### src/rtl/control_block_if.sv
// control_block_if: request/accept channel between the test controller and the transaction transmitter
// Ports (master = controller side):
//   trans_valid_o  request valid         trans_addr_o  request address
//   trans_type_o   0 write, 1 read       trans_ready_i transmitter accepts request this cycle
//   trans_busy_i   transmitter still holds or executes a transaction
interface control_block_if #(parameter int ADDR_W = 32);
  logic              trans_valid_o;
  logic [ADDR_W-1:0] trans_addr_o;
  logic              trans_type_o;
  logic              trans_ready_i;
  logic              trans_busy_i;
  modport master(output trans_valid_o, trans_addr_o, trans_type_o, input trans_ready_i, trans_busy_i);
  modport slave(input trans_valid_o, trans_addr_o, trans_type_o, output trans_ready_i, trans_busy_i);
endinterface

### src/rtl/control_block.sv
// control_block: memory test sequencer issuing write/read requests over an address window
// Ports:
//   clk_i, rst_i (async, active-high)     start_i      one-cycle test start strobe
//   test_mode_i  0 write, 1 read, 2 write+check, 3 reserved (start ignored)
//   addr_mode_i  0 sequential, 1 LFSR random    start_addr_i/end_addr_i inclusive window
//   addr_step_i  sequential increment           trans_count_i addresses to exercise
//   bus          request channel (master)       cmp_error_i  compare mismatch strobe
//   test_busy_o, test_done_o (one-cycle), test_error_o (sticky), addr_cnt_o completed addresses
module control_block #(parameter int ADDR_W = 32) (
  input  logic              clk_i,
  input  logic              rst_i,
  input  logic              start_i,
  input  logic [1:0]        test_mode_i,
  input  logic              addr_mode_i,
  input  logic [ADDR_W-1:0] start_addr_i,
  input  logic [ADDR_W-1:0] end_addr_i,
  input  logic [15:0]       addr_step_i,
  input  logic [31:0]       trans_count_i,
  control_block_if.master   bus,
  input  logic              cmp_error_i,
  output logic              test_busy_o,
  output logic              test_done_o,
  output logic              test_error_o,
  output logic [31:0]       addr_cnt_o
);
  typedef enum logic [1:0] {IDLE, WRITE, READ, FLUSH} state_t;
  state_t            state;
  logic [1:0]        mode;
  logic              rnd;
  logic [ADDR_W-1:0] lo, hi, addr, next_addr;
  logic [15:0]       step;
  logic [31:0]       count, lfsr, lfsr_nxt, cnt_nxt;
  logic [ADDR_W:0]   seq_sum;
  logic              hs, wac, fin;
  assign lfsr_nxt = {lfsr[30:0], lfsr[31] ^ lfsr[21] ^ lfsr[1] ^ lfsr[0]};
  // one extra bit so a step past the top of the address space still wraps to the window start
  assign seq_sum = {1'b0, addr} + (ADDR_W+1)'(step);
  // random addresses use the LFSR value after this completion's advance
  assign next_addr = rnd ? lo + (lfsr_nxt[ADDR_W-1:0] & (hi - lo))
                         : (seq_sum > {1'b0, hi}) ? lo : seq_sum[ADDR_W-1:0];
  assign hs = bus.trans_valid_o && bus.trans_ready_i;
  assign wac = mode == 2'd2;
  // an address is done on its read in write+check, on any accept otherwise
  assign fin = hs && (state == READ || !wac);
  assign cnt_nxt = addr_cnt_o + 32'd1;
  assign bus.trans_valid_o = state == WRITE || state == READ;
  assign bus.trans_type_o = state == READ;
  assign bus.trans_addr_o = addr;
  assign test_busy_o = state != IDLE;
  always_ff @(posedge clk_i or posedge rst_i)
    if (rst_i) begin
      state <= IDLE;
      mode <= 2'd0;
      rnd <= 1'b0;
      lo <= '0;
      hi <= '0;
      step <= 16'd0;
      count <= 32'd0;
      addr <= '0;
      lfsr <= 32'h1;
      addr_cnt_o <= 32'd0;
      test_done_o <= 1'b0;
      test_error_o <= 1'b0;
    end else begin
      test_done_o <= 1'b0;
      case (state)
        IDLE: if (start_i && test_mode_i != 2'd3) begin
          mode <= test_mode_i;
          rnd <= addr_mode_i;
          lo <= start_addr_i;
          hi <= end_addr_i;
          step <= addr_step_i;
          count <= trans_count_i;
          addr <= start_addr_i;
          lfsr <= 32'h1;
          addr_cnt_o <= 32'd0;
          test_error_o <= 1'b0;
          state <= trans_count_i == 32'd0 ? FLUSH : test_mode_i == 2'd1 ? READ : WRITE;
        end
        WRITE, READ: begin
          if (hs && state == WRITE && wac) state <= READ;
          if (fin) begin
            addr_cnt_o <= cnt_nxt;
            addr <= next_addr;
            lfsr <= lfsr_nxt;
            state <= cnt_nxt == count ? FLUSH : wac ? WRITE : state;
          end
          if (cmp_error_i) begin
            test_error_o <= 1'b1;
            state <= FLUSH;
          end
        end
        default: begin
          if (cmp_error_i) test_error_o <= 1'b1;
          if (!bus.trans_busy_i) begin
            test_done_o <= 1'b1;
            state <= IDLE;
          end
        end
      endcase
    end
endmodule

### src/flat_wrapper.sv
// flat-port wrapper written by rule: the top's interface ports become plain ports
module control_block_flat 
#(parameter int ADDR_W = 32)
  (clk_i, rst_i, start_i, test_mode_i, addr_mode_i, start_addr_i, end_addr_i, addr_step_i, trans_count_i, cmp_error_i, test_busy_o, test_done_o, test_error_o, addr_cnt_o, bus_trans_valid_o, bus_trans_addr_o, bus_trans_type_o, bus_trans_ready_i, bus_trans_busy_i);
  control_block_if #(.ADDR_W(ADDR_W)) bus_i ();
  input  logic clk_i;
  input  logic rst_i;
  input  logic start_i;
  input  logic [1:0] test_mode_i;
  input  logic addr_mode_i;
  input  logic [ADDR_W-1:0] start_addr_i;
  input  logic [ADDR_W-1:0] end_addr_i;
  input  logic [15:0] addr_step_i;
  input  logic [31:0] trans_count_i;
  input  logic cmp_error_i;
  output logic test_busy_o;
  output logic test_done_o;
  output logic test_error_o;
  output logic [31:0] addr_cnt_o;
  output wire logic [$bits(bus_i.trans_valid_o)-1:0] bus_trans_valid_o;
  output wire logic [$bits(bus_i.trans_addr_o)-1:0] bus_trans_addr_o;
  output wire logic [$bits(bus_i.trans_type_o)-1:0] bus_trans_type_o;
  input wire logic [$bits(bus_i.trans_ready_i)-1:0] bus_trans_ready_i;
  input wire logic [$bits(bus_i.trans_busy_i)-1:0] bus_trans_busy_i;
  assign bus_trans_valid_o = bus_i.trans_valid_o;
  assign bus_trans_addr_o = bus_i.trans_addr_o;
  assign bus_trans_type_o = bus_i.trans_type_o;
  assign bus_i.trans_ready_i = bus_trans_ready_i;
  assign bus_i.trans_busy_i = bus_trans_busy_i;
  control_block #(.ADDR_W(ADDR_W)) u_core (.clk_i(clk_i), .rst_i(rst_i), .start_i(start_i), .test_mode_i(test_mode_i), .addr_mode_i(addr_mode_i), .start_addr_i(start_addr_i), .end_addr_i(end_addr_i), .addr_step_i(addr_step_i), .trans_count_i(trans_count_i), .bus(bus_i), .cmp_error_i(cmp_error_i), .test_busy_o(test_busy_o), .test_done_o(test_done_o), .test_error_o(test_error_o), .addr_cnt_o(addr_cnt_o));
endmodule
### config.mk
export PLATFORM = sky130hd
export DESIGN_NAME = control_block_flat
export DESIGN_NICKNAME = d
export VERILOG_FILES = /design/src/rtl/control_block_if.sv /design/src/rtl/control_block.sv /design/src/flat_wrapper.sv
export SDC_FILE = /design/constraint.sdc
export NUM_CORES = 1
export LEC_CHECK = 0
export CORE_ASPECT_RATIO = 1.4
export CORE_UTILIZATION = 45
export CTS_CLUSTER_DIAMETER = 30
export DETAILED_ROUTE_END_ITERATION = 10
export PLACE_DENSITY = 0.69
export SLEW_MARGIN = 5
export SYNTH_ARGS = -nofsm -noshare
export SYNTH_HDL_FRONTEND = slang
export SYNTH_SLANG_ARGS = --single-unit
### constraint.sdc
create_clock -name clk_i -period 7.05 [get_ports clk_i]
set_input_delay 0.705 -clock clk_i [delete_from_list [all_inputs] [get_ports clk_i]]
set_output_delay 0.705 -clock clk_i [all_outputs]
set_load 0.005 [all_outputs]
Word-level counts from Yosys, hierarchy flattened
Cells that the tools add are included.
{"block": "word_totals", "register_bits": 215, "in_bits": 121, "out_inout_bits": 69, "elab_cells": 77}
{"block": "op_classes", "addsub": 4, "magnitude_cmp": 1, "n_eq_ne": 11, "muxes": 26, "bitwise": 4, "n_reduce_logical": 19}
{"operator": "32-bit two-way mux", "n": 8}
{"operator": "32-bit case mux with 2 select lines", "n": 3}
{"operator": "32-bit by 16-bit adder with 33-bit output", "n": 1}
{"operator": "33-bit by 32-bit greater-than comparator with 1-bit output", "n": 1}
{"operator": "32-bit by 1-bit adder with 32-bit output (second input constant)", "n": 1}
{"operator": "32-bit adder", "n": 1}
{"operator": "32-bit AND", "n": 1}
{"operator": "32-bit equality test", "n": 1}
{"operator": "32-bit zero test", "n": 1}
{"operator": "32-bit subtractor", "n": 1}
{"operator": "2-bit two-way mux", "n": 9}
{"operator": "2-bit nonzero test", "n": 3}
{"operator": "1-bit logical AND", "n": 5}
{"operator": "1-bit two-way mux", "n": 5}
{"operator": "5-bit by 4-bit inequality test with 1-bit output (second input constant)", "n": 1}
{"operator": "2-bit by 1-bit equality test with 1-bit output (second input constant)", "n": 2}
{"operator": "2-bit equality test (second input constant)", "n": 2}
{"operator": "2-bit by 1-bit inequality test with 1-bit output (second input constant)", "n": 2}
{"operator": "4-bit by 2-bit inequality test with 1-bit output (second input constant)", "n": 1}
{"operator": "2-bit case mux with 2 select lines", "n": 1}
{"operator": "2-bit AND reduction", "n": 2}
{"operator": "4-bit AND reduction", "n": 1}
{"operator": "3-bit by 1-bit inequality test with 1-bit output (second input constant)", "n": 1}
{"operator": "3-bit AND reduction", "n": 1}
{"operator": "7 further kinds", "n": 10}

Depth between registers and ports, before layout
Gate-level depths: netlist of run 1.
{"block": "depth", "depth_word": 9, "depth_mapped": 25, "depth_no_buf": 25}

Worst setup path before layout of run 1
OpenSTA, ideal clock, no wires.
{"block": "synth_path", "path_type": "flip-flop to flip-flop", "startpoint": "register u_core.hi[0]", "endpoint": "register u_core.addr[27] (netlist: u_core.bus.trans_addr_o[27])", "t_arrival_ps": 4460, "t_required_ps": 6908, "path_slack_ps": 2448, "stages_incl_launch_ff": 24, "path_buffers": 0, "path_cell_list": "dfrtp_1 inv_1 ha_1 inv_1 fa_1 a21oi_1 o21bai_1 a21oi_1 o211a_1 nand2b_1 o21a_1 o21ai_0 xor2_1 and2_1 ha_1 a21o_1 o211a_1 a221oi_1 o21ai_0 o21a_1 or3_1 xor2_1 nand2_1 a31oi_1"}
{"block": "synth_between", "elab_chain_cells": 6, "elab_cells_between_ends": 8, "cone_classes": "add/sub (2); order compare (1); mux (4); bitwise (1)"}
{"item": "start, declared", "line": "control_block.sv:30", "text": "logic [ADDR_W-1:0] lo, hi, addr, next_addr;"}
{"item": "start signal, assigned", "line": "control_block.sv:71", "text": "hi <= end_addr_i;"}
{"item": "32-bit subtractor", "line": "control_block.sv:39", "text": "assign next_addr = rnd ? lo + (lfsr_nxt[ADDR_W-1:0] & (hi - lo))"}
{"item": "32-bit AND", "line": "control_block.sv:39"}
{"item": "32-bit adder", "line": "control_block.sv:39"}
{"item": "32-bit two-way mux *", "line": "control_block.sv:39"}
{"item": "32-bit two-way mux *", "line": "control_block.sv:82", "text": "if (fin) begin"}
{"item": "32-bit case mux with 2 select lines *", "line": "control_block.sv:66", "text": "case (state)"}
{"item": "end signal, assigned", "line": "control_block.sv:74", "text": "addr <= start_addr_i;"}
{"item": "end signal, assigned", "line": "control_block.sv:84", "text": "addr <= next_addr;"}
{"item": "end, declared", "line": "control_block.sv:30"}
Mark *: on every way between the ends. The rest lies on a longest branch, timed or not. The select of a mux whose other input is x is not followed.
A chain may end at the register's enable or synchronous reset.

Worst setup path after layout of run 1
{"block": "layout_path", "startpoint": "register u_core.addr[0] (netlist: u_core.bus.trans_addr_o[0])", "endpoint": "register u_core.addr[29] (netlist: u_core.bus.trans_addr_o[29])"}
{"block": "layout_between", "elab_chain_cells": 6}
{"item": "32-bit by 16-bit adder with 33-bit output *", "line": "control_block.sv:37", "text": "assign seq_sum = {1'b0, addr} + (ADDR_W+1)'(step);"}
{"item": "33-bit by 32-bit greater-than comparator with 1-bit output", "line": "control_block.sv:40", "text": ": (seq_sum > {1'b0, hi}) ? lo : seq_sum[ADDR_W-1:0];"}
{"item": "32-bit two-way mux *", "line": "control_block.sv:40"}
{"item": "32-bit two-way mux *", "line": "control_block.sv:39"}
{"item": "32-bit two-way mux *", "line": "control_block.sv:82"}
{"item": "32-bit case mux with 2 select lines *", "line": "control_block.sv:66"}
Marked as above.

==> results.txt, run 1 <==
Longest Clk Path Bufs - 3
critical path arrival - 6210 ps
slowest cell on the critical path - or4_1
crit path cell chain - ha_1, fa_1, a21o_1, a21boi_0, o21ai_0, nand3_1, nand2_1, and3_1, xor2_1, ha_1, nand4_1, or4_1, nor4_2, nand2_1, a32oi_4, buf_4, mux2_2, o221ai_1, o21ai_0
Mapped Area - 15400 sq um
gpl congestion - 0.974
Netlist cell types - 83
Post-CTS Setup Repair Bufs - 0
DP Wirelength - 36.1 mm
highest achievable clock rate - 173 MHz
Multi-input gate area - 9450 sq um
syn avg cell area - 9.31 sq um
Worst VDD drop - 0.294 mV
CTS root buffer - clkbuf_16
drt drc - 0
overall power - 11.5 mW
Slew Limit Fails - 0
delay-heaviest family, CP - simple AND/OR/NAND/NOR gates
pin count of the biggest net entering global routing - 79
skew final - 20.2 ps
FP Rows - 79
Post-synth EDFFs - 0
CP required - 7470 ps
post-DR vias/cell - 5.89
combinational group share of total power - 56.8%
Starting Density - 46.0%
Ys Warns - 0
TritonRoute pass-1 iters - 5
Worst Path Max Fanout - 24
Hold Buf Count CTS - 0
RSZ-0062 raised after global routing - no
Post-synth top flop - dfrtp_1
most common cell after layout, fill and taps aside - dfrtp_1
fin crit period - 5790 ps
final setup TNS - 0 ps
Worst-Margin Slew - 1060 ps
global-route wire length before repair - 77.4 mm
Total Wirelength - 49.7 mm
layout cell share with drive strength beyond 1 - 13.9%
Final Hold Viols - 0
Post-layout nets - 2089
switching fraction of total power - 44.7%
CTS Sinks - 215
Avg WL per Cell - 21.3 microns
sequential area share after synthesis - 34.9%
core area - 33500 sq um
fraction of registers with async set/reset - 100%
Reg clk slew, reported paths - 50 ps
leakage - 8.95 nW
die area - 35000 sq um
Setup violations, final - 0
CP bufs+invs - 1
fillcell total - 2844
Post-DRT Antenna Nets - 0
P_int - 6.38 mW
Clk pwr share - 23.6%
Max-cap violations - 0
# H-tree levels - 2
Post-Synthesis Cells - 1655
Slew headroom - 29.0%
post-synth net total - 1894
Seq. cell area - 5380 sq um
die height - 221 microns
GRT Overall Usage - 28.9%
register share of total power - 19.7%
status - completed
TritonCTS buffer count - 52
Worst setup EP type - register
Die Span X - 158 microns
GRT overflow - 0
critical path launch point type - register
Setup CP Type - register to register
slowest stage delay, CP - 510 ps
CTS resizes - 0
Yosys reg bits - 215
Vias - 13782
Iter 0 DRT Violations - 837
initial antenna violation count - 1
Power Density - 584 nW/um^2
sw power - 5.15 mW
clk_lat worst skew - 560 ps
Buffers on Ports - 189
I/O Pins - 190
fin crit share - 82.1%
CTS tree - yes
Worst Hold Class - register to register
Layout area overhead - 28.1%
vias in the first global route - 14108
most frequent cells in the layout - dfrtp_1, clkdlybuf4s50_1, nand2_1
==> flip-flops by register name, indices dropped and copies added, names as in the netlist <==
| register | flops |
|---|---|
| u_core.hi | 32 |
| u_core.count | 32 |
| u_core.lfsr | 32 |
| u_core.step | 16 |
| u_core.rnd | 1 |
| u_core.addr_cnt_o | 32 |
| u_core.bus.trans_addr_o | 32 |
| u_core.test_error_o | 1 |
| u_core.state | 2 |
| u_core.test_done_o | 1 |
| u_core.mode | 2 |
| u_core.lo | 32 |
==> per-stage QoR <==
| step | instances | setup WS, ps | hold slack, ps | util (%) | area (sq um) |
|---|---|---|---|---|---|
| after floorplan | 1655 | 467 | 470 | - | 15400 |
| after global placement | 2241 | 1340 | 480 | 53.0 | 17800 |
| after detailed placement | 2241 | 1240 | 483 | 53.0 | 17800 |
| after CTS | 2339 | 1240 | 500 | 58.9 | 19700 |
| after global routing | 2339 | 876 | 526 | 58.9 | 19700 |
| final | 2340 | 1260 | 501 | 58.9 | 19700 |
==> final cells by class <==
type                    instances  share of cell area [%]
repair buffers                203                    10.1
diodes                          1                  0.0127
flip-flops and latches        215                    27.3
well taps                     445                    2.82
clock inverters                38                    2.98
multi-input cells            1282                    47.8
clock buffers                  60                    7.11
inverters                      96                    1.86
==> worst reg2reg max path, stage by stage, from the launching register on <==
cell	delay [ps]
dfrtp_1	420
ha_1	260
fa_1	420
a21o_1	200
a21boi_0	270
o21ai_0	200
nand3_1	240
nand2_1	260
and3_1	270
xor2_1	160
ha_1	330
nand4_1	210
or4_1	520
nor4_2	430
nand2_1	170
a32oi_4	220
buf_4	390
mux2_2	400
o221ai_1	180
o21ai_0	130
==> layer usage <==
metal,global-route usage [%],share of wire [%],up-vias,routed length (microns)
met2,50.7,50,496,25000
li1,-,-,6429,-
met5,0,0,-,0
met1,32.5,39,6702,19300
met3,5.39,5.4,155,2680
met4,15.9,5.5,0,2750
==> power groups by stage <==
| stage | Combinational (mW) | Clock (mW) | Sequential [mW] |
|---|---|---|---|
| finish | 6.54 | 2.72 | 2.27 |
| floorplan | 4.65 | 0 | 2.05 |
| CTS | 6.49 | 2.76 | 2.26 |
| global placement | 6.33 | 0 | 2.26 |
| detailed placement | 6.45 | 0 | 2.27 |
| global route | 7.18 | 2.81 | 2.31 |
==> logic make-up after synthesis <==
kind of cell	after synthesis	synth area share [%]
DFF	215	34.9
adders and majority gates	118	9.73
muxes	140	10.1
xor gates and xnor gates	133	7.88
and+or+nand+nor	433	14.3
AOI/OAI and AO/OA	458	19.1
buffers and inverters	158	3.99
==> cell usage after synthesis (all sizes together), types with 20 or more instances <==
cell type / n / share of area (%)
a211oi: 20 / 0.97
a21o: 41 / 2.0
a21oi: 118 / 3.8
a22o: 35 / 2.0
and2: 27 / 1.1
and3: 35 / 1.4
clkbuf: 46 / 1.1
dfrtp: 214 / 35
ha: 115 / 9.3
inv: 96 / 2.3
mux2: 122 / 8.9
nand2: 141 / 3.4
nand3: 38 / 1.2
nand4: 24 / 1.2
nor2: 79 / 1.9
o21ai: 131 / 4.3
xnor2: 82 / 4.7
xor2: 48 / 2.7
==> path summary, 6_finish.rpt <==
| kind | from | end | slack (ps) | cells past startpoint |
|---|---|---|---|---|
| max | u_core.bus.trans_addr_o[0]$_DFFE_PP0P_ | u_core.bus.trans_addr_o[29]$_DFFE_PP0P_ | 1260 | 19 |
| min | u_core.lfsr[3]$_DFFE_PP0P_ | u_core.lfsr[4]$_DFFE_PP0P_ | 500 | 1 |
| max reg2reg | u_core.bus.trans_addr_o[0]$_DFFE_PP0P_ | u_core.bus.trans_addr_o[29]$_DFFE_PP0P_ | 1260 | 19 |
| min reg2reg | u_core.lfsr[3]$_DFFE_PP0P_ | u_core.lfsr[4]$_DFFE_PP0P_ | 500 | 1 |
| max in group asynchronous | rst_i | u_core.bus.trans_addr_o[15]$_DFFE_PP0P_ | 5030 | 3 |
| min in group asynchronous | rst_i | u_core.hi[2]$_DFFE_PP0P_ | 590 | 2 |
Note: power is estimated with default switching activity, not from simulation.
==> run 2: changes to the inputs <==
==> constraint.sdc (replaced) <==
create_clock -name clk_i -period 5.3 [get_ports clk_i]
set_input_delay 0.53 -clock clk_i [delete_from_list [all_inputs] [get_ports clk_i]]
set_output_delay 0.53 -clock clk_i [all_outputs]
set_load 0.005 [all_outputs]
==> results.txt, run 2 (synthesized netlist as in run 1, its figures left out) <==
post-DR vias/cell - 5.85 (-0.72%)
Setup violations, final - 0 (unchanged)
critical path arrival - 5550 ps (-660 ps)
Buffers on Ports - 189 (unchanged)
fin crit share - 95.3% (+13 points)
Worst Path Max Fanout - 5 (-79%)
Layout area overhead - 29.8%
r2r endpoint - u_core.bus.trans_addr_o[30]$_DFFE_PP0P_
# H-tree levels - 2 (unchanged)
Slew Limit Fails - 0 (unchanged)
min setup slack post-route - 248 ps (-1010 ps)
vias in the first global route - 14301 (+1.4%)
Setup CP Type - register to register
n_diodes - 0 (-1)
die area - 35000 sq um (unchanged)
TritonRoute pass-1 iters - 5 (unchanged)
Power Density - 776 nW/um^2 (+33%)
GRT Overall Usage - 29.4% (+0.46 points)
Worst VDD drop - 0.690 mV (+140%)
fillcell total - 2941 (+3.4%)
Slew headroom - 18.0% (-11 points)
Worst setup EP type - register
core area - 33500 sq um (unchanged)
Design Area, Final - 20000 sq um (+1.3%)
Iter 0 DRT Violations - 898 (+7.3%)
pin count of the biggest net entering global routing - 171 (+120%)
delay-heaviest family, CP - compound AO/OA/AOI/OAI gates
die height - 221 microns (unchanged)
CTS Sinks - 215 (unchanged)
Starting Density - 46.0% (unchanged)
FP Rows - 79 (unchanged)
Seq. cell area - 5380 sq um (unchanged)
TritonCTS buffer count - 51 (-1.9%)
hold_ws - 439 ps (-62.0 ps)
status - completed
Longest Clk Path Bufs - 3 (unchanged)
Setup crit start - u_core.hi[4]$_DFFE_PP0P_
DP Wirelength - 36.8 mm (+2.0%)
Post-layout nets - 2124 (+1.7%)
highest achievable clock rate - 198 MHz (+15%)
Hold Buf Count CTS - 0 (unchanged)
gpl congestion - 0.949 (-2.6%)
clk_lat worst skew - 590 ps (+30 ps)
critical path launch point type - register
CP required - 5800 ps (-1670 ps)
Worst Hold Class - input pin to async pin
leakage - 9.09 nW (+1.5%)
I/O Pins - 190 (unchanged)
most frequent CP cell - a21o_1
r2r setup slk - 250 ps (-1010 ps)
fin crit period - 5050 ps (-739 ps)
most common cell after layout, fill and taps aside - dfrtp_1
CTS tree - yes
drt drc - 0 (unchanged)
Max-cap violations - 0 (unchanged)
slowest stage delay, CP - 500 ps (about the same)
RSZ-0062 raised after global routing - no
crit path cell chain - ha_1, a21o_1, o41ai_1, buf_4, nand2_1, a21oi_1, o21bai_1, a21o_1, a21oi_1, xnor2_1, and2_1, ha_1, a21o_1, a21o_1, a21oi_2, o21ai_0, a211o_1, a31oi_1, buf_4, a31oi_1, o41ai_1, a2bb2oi_1
dpl ws - 96.6 ps (-1150 ps)
Placed Area - 18000 sq um (+1.7%)
layout cell share with drive strength beyond 1 - 16.0% (+2.0 points)
Worst-Margin Slew - 1230 ps (+166 ps)
Die Span X - 158 microns (unchanged)
slowest cell on the critical path - o41ai_1
Reg2Reg Depth - 22 (+3)
Total Wirelength - 50.5 mm (+1.5%)
initial antenna violation count - 0 (-1)
final setup TNS - 0 ps (unchanged)
Final Hold Viols - 0 (unchanged)
Reg clk slew, reported paths - 50 ps (about the same)
global-route wire length before repair - 78.6 mm (+1.6%)
Multi-input gate area - 9500 sq um (+0.60%)
GRT overflow - 0 (unchanged)
CP bufs+invs - 2 (+1)
CTS root buffer - clkbuf_16
most frequent cells in the layout - dfrtp_1, clkdlybuf4s50_1, nand2_1
Vias - 13876 (+0.68%)
reg-to-reg critical path startpoint - u_core.hi[4]$_DFFE_PP0P_
skew final - 19.4 ps (-0.839 ps)
Avg WL per Cell - 21.3 microns (+0.11%)
Post-DRT Antenna Nets - 0 (unchanged)
-- run 2: area by class of cell --
cell class / instances / share of cell area (%)
clock buffers: 57 / 6.64
inverters: 96 / 1.82
multi-input cells: 1282 / 47.5
well taps: 445 / 2.78
repair buffers: 239 / 11.7
clock inverters: 39 / 2.67
flip-flops and latches: 215 / 26.9
-- run 2: per-layer routing --
| layer | GRT usage, % | wire, microns | part of all wire (%) |
|---|---|---|---|
| met1 | 32.9 | 18900 | 37 |
| met3 | 5.68 | 3210 | 6.4 |
| met5 | 0 | 0 | 0 |
| met4 | 17.9 | 3110 | 6.2 |
| met2 | 50.7 | 25300 | 50 |
-- run 2: how the worst max path moves through the flow --
stage                                                   end  depth (start not counted)  slack, ps
floorplan           u_core.bus.trans_addr_o[27]$_DFFE_PP0P_                         23        700
global placement    u_core.bus.trans_addr_o[27]$_DFFE_PP0P_                         25        130
detailed placement  u_core.bus.trans_addr_o[14]$_DFFE_PP0P_                         19        100
CTS                 u_core.bus.trans_addr_o[14]$_DFFE_PP0P_                         19         90
global route        u_core.bus.trans_addr_o[28]$_DFFE_PP0P_                         25          2
finish              u_core.bus.trans_addr_o[30]$_DFFE_PP0P_                         22        250
-- run 2: power by group --
| group | internal (mW) | total (mW) | switching, mW |
|---|---|---|---|
| combinational | 3.95 | 9.12 | 5.17 |
| sequential | 2.29 | 3.05 | 0.765 |
| clock | 2.23 | 3.35 | 1.13 |
| total | 8.47 | 15.5 | 7.06 |
-- run 2: timing repair --
item / CTS / global route
setup endpoints to repair: 0 / 26
buffers inserted: 0 / 1
resized for setup: 0 / 16
-- run 2: per-stage QoR --
step	util, %	std cells	power (mW)
after global routing	59.7	2373	16.6
after detailed placement	53.9	2275	11.9
after CTS	59.4	2371	15.3
final	59.7	2373	15.5
after global placement	53.9	2275	11.7
after floorplan	-	1655	8.92
-- run 2: worst min-delay path: cells and delay by family --
| kind | cells | cell delay [ps] |
|---|---|---|
| buffers and inverters | 3 | 1000 |
